--- src/rtl/atm_session_arbiter_if.sv ---
// Requester-side bus of the ATM session arbiter.
// Carries the per-requester command fields (packed, slice i belongs to
// requester i), the one-hot grant and the tagged response.
//   slave  : arbiter side (command in, grant/response out)
//   master : requester side (command out, grant/response in)
interface atm_session_arbiter_if #(
    parameter int N_REQ = 2
);
    logic [N_REQ-1:0]    req;
    logic [3*N_REQ-1:0]  req_operation;
    logic [4*N_REQ-1:0]  req_acc_num;
    logic [16*N_REQ-1:0] req_pin;
    logic [16*N_REQ-1:0] req_newpin;
    logic [32*N_REQ-1:0] req_amount;
    logic [N_REQ-1:0]    req_language;
    logic [N_REQ-1:0]    gnt;
    logic                rsp_valid;
    logic [2:0]          rsp_id;
    logic                rsp_success;
    logic [31:0]         rsp_balance;
    logic                rsp_locked;

    modport slave (
        input  req, req_operation, req_acc_num, req_pin, req_newpin,
               req_amount, req_language,
        output gnt, rsp_valid, rsp_id, rsp_success, rsp_balance, rsp_locked
    );

    modport master (
        output req, req_operation, req_acc_num, req_pin, req_newpin,
               req_amount, req_language,
        input  gnt, rsp_valid, rsp_id, rsp_success, rsp_balance, rsp_locked
    );
endinterface

--- src/rtl/atm_session_arbiter.sv ---
// Shares one ATM core between N_REQ requesters. Round-robin grant, latches
// the winner's command, pulses the core reset for one cycle, holds the
// command for CORE_CYCLES cycles, samples the result and returns a tagged
// one-cycle response. Tracks consecutive failures per account (1..NUM_ACC)
// and locks an account after MAX_TRIES of them; locked accounts are answered
// immediately without touching the core.
// Ports:
//   clk, rst                 clock, synchronous active-high reset
//   bus (slave)              requests, grant, response
//   unlock_valid/unlock_acc  admin unlock of one account
//   core_*                   command to / result from the ATM core
//
// state | meaning
// IDLE  | core out of reset, pick next requester
// LOAD  | grant pulse, core held in reset, command presented
// RUN   | command held on core, result sampled in the last cycle
// RESP  | response pulse, advance round-robin pointer
module atm_session_arbiter #(
    parameter int N_REQ       = 2,
    parameter int CORE_CYCLES = 4,
    parameter int MAX_TRIES   = 3,
    parameter int NUM_ACC     = 10
) (
    input  logic                clk,
    input  logic                rst,
    atm_session_arbiter_if.slave bus,
    input  logic                unlock_valid,
    input  logic [3:0]          unlock_acc,
    output logic                core_rst_n,
    output logic [2:0]          core_operation,
    output logic [3:0]          core_acc_num,
    output logic [15:0]         core_pin,
    output logic [15:0]         core_newpin,
    output logic [31:0]         core_amount,
    output logic                core_language,
    input  logic [31:0]         core_balance,
    input  logic                core_success
);
    localparam int PW = $clog2(N_REQ);
    localparam int CW = (CORE_CYCLES > 1) ? $clog2(CORE_CYCLES) : 1;
    localparam int FW = $clog2(MAX_TRIES + 1);
    localparam logic [FW-1:0] MAX_F    = FW'(MAX_TRIES);
    localparam logic [3:0]    LAST_ACC = 4'(NUM_ACC);

    typedef enum logic [1:0] {IDLE, LOAD, RUN, RESP} state_t;

    state_t           state_q;
    logic [PW-1:0]    ptr_q, sel_q;
    logic [CW-1:0]    cnt_q;
    logic [N_REQ-1:0] gnt_q;
    logic             rsp_valid_q, rsp_success_q, rsp_locked_q;
    logic [2:0]       rsp_id_q;
    logic [31:0]      rsp_balance_q;
    logic             core_rst_n_q;
    logic [2:0]       op_q;
    logic [3:0]       acc_q;
    logic [15:0]      pin_q, newpin_q;
    logic [31:0]      amount_q;
    logic             lang_q;
    logic [15:0]      lock_q;
    logic [FW-1:0]    fail_q [16];

    function automatic logic tracked(input logic [3:0] a);
        return (a != 4'd0) && (a <= LAST_ACC);
    endfunction

    // Round-robin search starting at ptr_q, wrapping modulo N_REQ.
    logic          win_found;
    logic [PW-1:0] win_idx;
    logic [PW:0]   scan;
    always_comb begin
        win_found = 1'b0;
        win_idx   = '0;
        scan      = '0;
        for (int k = 0; k < N_REQ; k++) begin
            scan = {1'b0, ptr_q} + (PW+1)'(k);
            if (scan >= (PW+1)'(N_REQ)) scan = scan - (PW+1)'(N_REQ);
            if (!win_found && bus.req[scan[PW-1:0]]) begin
                win_found = 1'b1;
                win_idx   = scan[PW-1:0];
            end
        end
    end

    logic [2:0]  win_op;
    logic [3:0]  win_acc;
    logic [15:0] win_pin, win_newpin;
    logic [31:0] win_amount;
    logic        win_lang;
    always_comb begin
        win_op     = '0;
        win_acc    = '0;
        win_pin    = '0;
        win_newpin = '0;
        win_amount = '0;
        win_lang   = 1'b0;
        for (int k = 0; k < N_REQ; k++) begin
            if (win_idx == PW'(k)) begin
                win_op     = bus.req_operation[3*k +: 3];
                win_acc    = bus.req_acc_num[4*k +: 4];
                win_pin    = bus.req_pin[16*k +: 16];
                win_newpin = bus.req_newpin[16*k +: 16];
                win_amount = bus.req_amount[32*k +: 32];
                win_lang   = bus.req_language[k];
            end
        end
    end

    logic win_locked;
    assign win_locked = win_found && tracked(win_acc) && lock_q[win_acc];

    // Lockout bookkeeping happens on the edge that enters RESP so that
    // rsp_locked can already show the post-update lock bit.
    logic       upd_en, upd_fail, upd_trk, unl_hit, upd_locked;
    logic [3:0] upd_acc;
    always_comb begin
        upd_en   = 1'b0;
        upd_acc  = acc_q;
        upd_fail = !core_success;
        if (state_q == IDLE && win_locked) begin
            upd_en   = 1'b1;
            upd_acc  = win_acc;
            upd_fail = 1'b1;
        end else if (state_q == RUN && cnt_q == '0) begin
            upd_en = 1'b1;
        end
        upd_trk    = tracked(upd_acc);
        unl_hit    = unlock_valid && (unlock_acc == upd_acc);
        upd_locked = upd_trk && !unl_hit &&
                     (lock_q[upd_acc] || (upd_fail && fail_q[upd_acc] >= MAX_F - FW'(1)));
    end

    always_ff @(posedge clk) begin
        if (rst) begin
            state_q       <= IDLE;
            ptr_q         <= '0;
            sel_q         <= '0;
            cnt_q         <= '0;
            gnt_q         <= '0;
            rsp_valid_q   <= 1'b0;
            rsp_success_q <= 1'b0;
            rsp_locked_q  <= 1'b0;
            rsp_id_q      <= '0;
            rsp_balance_q <= '0;
            core_rst_n_q  <= 1'b0;
            op_q          <= '0;
            acc_q         <= '0;
            pin_q         <= '0;
            newpin_q      <= '0;
            amount_q      <= '0;
            lang_q        <= 1'b0;
            lock_q        <= '0;
            for (int a = 0; a < 16; a++) fail_q[a] <= '0;
        end else begin
            gnt_q       <= '0;
            rsp_valid_q <= 1'b0;
            case (state_q)
                IDLE: begin
                    core_rst_n_q <= 1'b1;
                    if (win_found) begin
                        sel_q    <= win_idx;
                        op_q     <= win_op;
                        acc_q    <= win_acc;
                        pin_q    <= win_pin;
                        newpin_q <= win_newpin;
                        amount_q <= win_amount;
                        lang_q   <= win_lang;
                        gnt_q    <= {{(N_REQ-1){1'b0}}, 1'b1} << win_idx;
                        if (win_locked) begin
                            rsp_valid_q   <= 1'b1;
                            rsp_id_q      <= 3'(win_idx);
                            rsp_success_q <= 1'b0;
                            rsp_balance_q <= '0;
                            rsp_locked_q  <= 1'b1;
                            state_q       <= RESP;
                        end else begin
                            core_rst_n_q <= 1'b0;
                            state_q      <= LOAD;
                        end
                    end
                end
                LOAD: begin
                    core_rst_n_q <= 1'b1;
                    cnt_q        <= CW'(CORE_CYCLES - 1);
                    state_q      <= RUN;
                end
                RUN: begin
                    if (cnt_q == '0) begin
                        rsp_valid_q   <= 1'b1;
                        rsp_id_q      <= 3'(sel_q);
                        rsp_success_q <= core_success;
                        rsp_balance_q <= core_balance;
                        rsp_locked_q  <= upd_locked;
                        state_q       <= RESP;
                    end else begin
                        cnt_q <= cnt_q - CW'(1);
                    end
                end
                RESP: begin
                    ptr_q   <= (sel_q == PW'(N_REQ - 1)) ? '0 : sel_q + PW'(1);
                    state_q <= IDLE;
                end
                default: state_q <= IDLE;
            endcase

            if (upd_en && upd_trk) begin
                if (!upd_fail) fail_q[upd_acc] <= '0;
                else if (fail_q[upd_acc] != MAX_F) fail_q[upd_acc] <= fail_q[upd_acc] + FW'(1);
                if (upd_locked) lock_q[upd_acc] <= 1'b1;
            end
            // Placed last so an unlock overrides a same-edge failure update.
            if (unlock_valid && tracked(unlock_acc)) begin
                fail_q[unlock_acc] <= '0;
                lock_q[unlock_acc] <= 1'b0;
            end
        end
    end

    assign bus.gnt         = gnt_q;
    assign bus.rsp_valid   = rsp_valid_q;
    assign bus.rsp_id      = rsp_id_q;
    assign bus.rsp_success = rsp_success_q;
    assign bus.rsp_balance = rsp_balance_q;
    assign bus.rsp_locked  = rsp_locked_q;
    assign core_rst_n      = core_rst_n_q;
    assign core_operation  = op_q;
    assign core_acc_num    = acc_q;
    assign core_pin        = pin_q;
    assign core_newpin     = newpin_q;
    assign core_amount     = amount_q;
    assign core_language   = lang_q;
endmodule
--- src/flat_wrapper.sv ---
// flat-port wrapper written by rule: the top's interface ports become plain ports
module atm_session_arbiter_flat 
#(
    parameter int N_REQ       = 2,
    parameter int CORE_CYCLES = 4,
    parameter int MAX_TRIES   = 3,
    parameter int NUM_ACC     = 10
)
  (clk, rst, unlock_valid, unlock_acc, core_rst_n, core_operation, core_acc_num, core_pin, core_newpin, core_amount, core_language, core_balance, core_success, bus_req, bus_req_operation, bus_req_acc_num, bus_req_pin, bus_req_newpin, bus_req_amount, bus_req_language, bus_gnt, bus_rsp_valid, bus_rsp_id, bus_rsp_success, bus_rsp_balance, bus_rsp_locked);
  atm_session_arbiter_if #(.N_REQ(N_REQ)) bus_i ();
  input  logic clk;
  input  logic rst;
  input  logic unlock_valid;
  input  logic [3:0] unlock_acc;
  output logic core_rst_n;
  output logic [2:0] core_operation;
  output logic [3:0] core_acc_num;
  output logic [15:0] core_pin;
  output logic [15:0] core_newpin;
  output logic [31:0] core_amount;
  output logic core_language;
  input  logic [31:0] core_balance;
  input  logic core_success;
  input wire logic [$bits(bus_i.req)-1:0] bus_req;
  input wire logic [$bits(bus_i.req_operation)-1:0] bus_req_operation;
  input wire logic [$bits(bus_i.req_acc_num)-1:0] bus_req_acc_num;
  input wire logic [$bits(bus_i.req_pin)-1:0] bus_req_pin;
  input wire logic [$bits(bus_i.req_newpin)-1:0] bus_req_newpin;
  input wire logic [$bits(bus_i.req_amount)-1:0] bus_req_amount;
  input wire logic [$bits(bus_i.req_language)-1:0] bus_req_language;
  output wire logic [$bits(bus_i.gnt)-1:0] bus_gnt;
  output wire logic [$bits(bus_i.rsp_valid)-1:0] bus_rsp_valid;
  output wire logic [$bits(bus_i.rsp_id)-1:0] bus_rsp_id;
  output wire logic [$bits(bus_i.rsp_success)-1:0] bus_rsp_success;
  output wire logic [$bits(bus_i.rsp_balance)-1:0] bus_rsp_balance;
  output wire logic [$bits(bus_i.rsp_locked)-1:0] bus_rsp_locked;
  assign bus_i.req = bus_req;
  assign bus_i.req_operation = bus_req_operation;
  assign bus_i.req_acc_num = bus_req_acc_num;
  assign bus_i.req_pin = bus_req_pin;
  assign bus_i.req_newpin = bus_req_newpin;
  assign bus_i.req_amount = bus_req_amount;
  assign bus_i.req_language = bus_req_language;
  assign bus_gnt = bus_i.gnt;
  assign bus_rsp_valid = bus_i.rsp_valid;
  assign bus_rsp_id = bus_i.rsp_id;
  assign bus_rsp_success = bus_i.rsp_success;
  assign bus_rsp_balance = bus_i.rsp_balance;
  assign bus_rsp_locked = bus_i.rsp_locked;
  atm_session_arbiter #(.N_REQ(N_REQ), .CORE_CYCLES(CORE_CYCLES), .MAX_TRIES(MAX_TRIES), .NUM_ACC(NUM_ACC)) u_core (.clk(clk), .rst(rst), .bus(bus_i), .unlock_valid(unlock_valid), .unlock_acc(unlock_acc), .core_rst_n(core_rst_n), .core_operation(core_operation), .core_acc_num(core_acc_num), .core_pin(core_pin), .core_newpin(core_newpin), .core_amount(core_amount), .core_language(core_language), .core_balance(core_balance), .core_success(core_success));
endmodule
--- config.mk ---
export PLATFORM = sky130hd
export DESIGN_NAME = atm_session_arbiter_flat
export DESIGN_NICKNAME = d
export VERILOG_FILES = /design/src/rtl/atm_session_arbiter_if.sv /design/src/rtl/atm_session_arbiter.sv /design/src/flat_wrapper.sv
export SDC_FILE = /design/constraint.sdc
export NUM_CORES = 1
export LEC_CHECK = 0
export ABC_AREA = 1
export CAP_MARGIN = 10
export CORE_UTILIZATION = 45
export DETAILED_ROUTE_END_ITERATION = 8
export PLACE_DENSITY_LB_ADDON = 0.05
export RECOVER_POWER = 50
export SLEW_MARGIN = 0
export SYNTH_ARGS = -nofsm -noshare
export SYNTH_HDL_FRONTEND = slang
export SYNTH_SLANG_ARGS = --single-unit
export TNS_END_PERCENT = 50
--- constraint.sdc ---
create_clock -name clk -period 5.9 [get_ports clk]
set_input_delay 1.475 -clock clk [delete_from_list [all_inputs] [get_ports clk]]
set_output_delay 1.475 -clock clk [all_outputs]
set_load 0.005 [all_outputs]
==> impl_results.md <==
- Run status: finished with violations
- Failing checks: max-capacitance violations, max-slew violations
- Critical path data arrival time: 5610 ps
- Synthesized area: 7850 µm²
- Final wirelength: 25,000 µm
- Clk_lat worst skew: 420 ps
- Slew Limit Fails: 75
- Vias per inst: 4.98
- RSZ-0062 raised after global routing: no
- ANT nets after route: 0
- Initial Utilization: 46.7%
- Synth area leader: dfxtp_1
- Clk slew on worst S/H paths: 60 ps
- CTS tree: built
- Worst-Margin Slew: 3300 ps
- Worst relative slew slack: -120%
- Clock root cell: clkbuf_16
- Setup Skew: 7.80 ps
- Share of layout cells above drive strength 1: 6.39%
- TNS Setup: 0 ps
- I/O Pins: 299
- Post-synth top flop: dfxtp_1
- Psw: 1.78 mW
- Crit. End Element: flip-flop
- Drt pass-1 iters: 5
- Async SR Flop Fraction: 0%
- Die height: 134 µm
- Critical path buffers and inverters: 3
- Total global routing overflow: 0
- Hold WS: 428 ps
- Core area: 16,800 µm²
- Final HPWL DP: 18,200 µm
- Top cell type's share of synthesized area: 42.1%
- Critical path's top delay family: simple AND/OR/NAND/NOR gates
- Post-cts resize count: 0
- Synth Register Bits: 165
- Tot GR Track Use: 28.2%
- Max Cap Viol: 1
- Pwr dens: 399 nW/µm²
- Comb pwr share: 44.4%
- # Post-CTS Setup Buffers: 0
- Min-delay worst type: reg2reg
- Register area share after synthesis: 42.1%
- DR vias: 8,185
- Post-Syn Instances: 1,146
- Largest net degree at the start of global routing: 95
- Number of CTS-inserted buffers: 17
- Internal power component: 2.80 mW
- Crit path top cell by count: nand2_1
- Initial antenna violation count: 1
- Slowest-stage cell, CP: clkdlybuf4s50_1
- Sw frac: 38.9%
- H-tree Lvls: 4
- Fmax: 0.188 GHz
- Remaining DRCs: 0
- Post-synth EDFFs: 0
- YS warnings: 0
- Area Overhead vs Synth: 46.0%
- Synthesized area per cell: 6.85 µm²
- Detailed-route wire length per cell: 15.2 µm
- Count of cell types in the netlist: 39
- First-pass GRT wire length: 40,000 µm
- Num rows: 47
- Final Hold Fails: 0
- Port Buffer Count: 296
- Max incr delay on CP: 490 ps
- Most frequent cells in the layout: nand2_1 (347), clkdlybuf4s50_1 (184), dfxtp_1 (165)
- Final setup violation count: 0
- Post-layout min period: 5310 ps
- VDD IR-drop max: 271 µV
- Die W: 134 µm
- Hold Buf Count CTS: 0
- Leakage power: 5.21 nW
- Nets: 1,606
- Tcrit/Tclk final: 90.1%
- Req. time, crit path: 6190 ps
- Commonest non-fill, non-tap cell in the layout: nand2_1
- Filler instances: 1,499
- Clock sinks: 165
- Setup Crit Path Kind: in2reg
- Ranking of synthesized cells by area: dfxtp_1 (42%), nand2_1 (17%), nand3_1 (7.7%)
- Die area: 18,000 µm²
- Initial DRC Count: 480
- GPL Wtd Cong: 0.911
- Vias in the first global route: 7,847
- Critical Path Fanout Max: 15
- Clk pwr share: 22.8%
- Proportion of power drawn by flip-flops and latches: 32.7%
- Diodes inserted: 0
- Worst-case clock buffer depth: 2
- Critical Path Start Type: input port
## cell usage after synthesis, types with 2 or more instances
| cell | instances |
|---|---|
| inv_4 | 2 |
| o21ai_0 | 15 |
| o21ai_4 | 2 |
| nand4_1 | 2 |
| nand3_1 | 121 |
| buf_1 | 3 |
| buf_6 | 3 |
| o21ai_2 | 4 |
| nor2_1 | 68 |
| nand2_2 | 12 |
| inv_2 | 9 |
| a31oi_1 | 3 |
| dfxtp_1 | 165 |
| nand2_4 | 3 |
| nor2_2 | 13 |
| inv_1 | 141 |
| a21oi_1 | 76 |
| buf_2 | 2 |
| o211ai_1 | 70 |
| o21ai_1 | 3 |
| o22ai_1 | 7 |
| nand2_1 | 347 |
| buf_4 | 3 |
| nand3_2 | 2 |
| clkbuf_1 | 50 |
| ha_1 | 7 |
## registers in the layout (all words and copies together) (netlist names), 2 cells and up
signal	cells
u_core.core_amount	32
u_core.state_q	2
u_core.core_newpin	16
u_core.core_pin	16
u_core.cnt_q	2
u_core.core_operation	3
u_core.core_acc_num	4
u_core.bus.gnt	2
u_core.lock_q	16
u_core.fail_q	32
u_core.bus.rsp_balance	32
## worst min-delay path: cells and delay by family (launching register included)
family,cells,cell delay (ps)
flops,1,310
buf+inv,1,50
simple gates,1,30
## kinds of logic (layout without fill, tap and decap cells)
kind of cell	Yosys count	after routing	share of synthesized area (%)
AOI/OAI and AO/OA	185	185	14.9
xor gates and xnor gates	1	1	0.112
adders and majority gates	7	7	1.12
buffers and inverters	214	492	10.8
DFF	165	165	42.1
other	1	2	0.0478
and+or+nand+nor	573	573	31.0
## path summary, 6_finish.rpt
kind / start / end / slack (ps) / depth (start not counted)
setup / recovery: bus_req[0] / u_core.fail_q[9][0] / 590 / 27
setup reg to reg: u_core.ptr_q / u_core.fail_q[9][0] / 1790 / 27
hold reg to reg: u_core.fail_q[15][0] / u_core.fail_q[15][0] / 430 / 2
hold / removal: u_core.fail_q[15][0] / u_core.fail_q[15][0] / 430 / 2
## power groups by stage
stage                     sequential (mW)  combinational (mW)  clock (mW)
after floorplan                      1.53                1.19           0
after global placement               1.52                2.10           0
after detailed placement             1.52                2.11           0
after CTS                            1.51                2.12        1.07
after global routing                 1.53                2.25        1.12
final                                1.50                2.04        1.05
## layer usage
metal | share of wire (%) | wire length [µm] | GRT usage [%]
met1 | 40 | 9980 | 32.2
met2 | 50 | 12400 | 49.1
met3 | 7.8 | 1940 | 9.11
met4 | 2.6 | 645 | 10.3
met5 | 0 | 0 | 0
## per-stage QoR
| step | cell area [µm²] | power (mW) | setup WS (ps) | std cells | utilization [%] |
|---|---|---|---|---|---|
| after floorplan | 7860 | 2.72 | 1360 | 1147 | - |
| after global placement | 10900 | 3.62 | 366 | 1614 | 65.0 |
| after detailed placement | 10900 | 3.63 | 286 | 1614 | 65.0 |
| after CTS | 11500 | 4.69 | 701 | 1645 | 68.2 |
| after global routing | 11500 | 4.89 | 119 | 1645 | 68.2 |
| final | 11500 | 4.58 | 586 | 1645 | 68.2 |
## area by class of cell
type                    instances  area, µm²  area share, %
clock inverters                 7       73.8          0.644
clock buffers                  24        472           4.11
repair buffers                308       3040           26.5
well taps                     220        275           2.40
flip-flops and latches        165       3300           28.8
inverters                     153        579           5.05
multi-input cells             768       3720           32.4
Power figures use the tool's default switching activity.
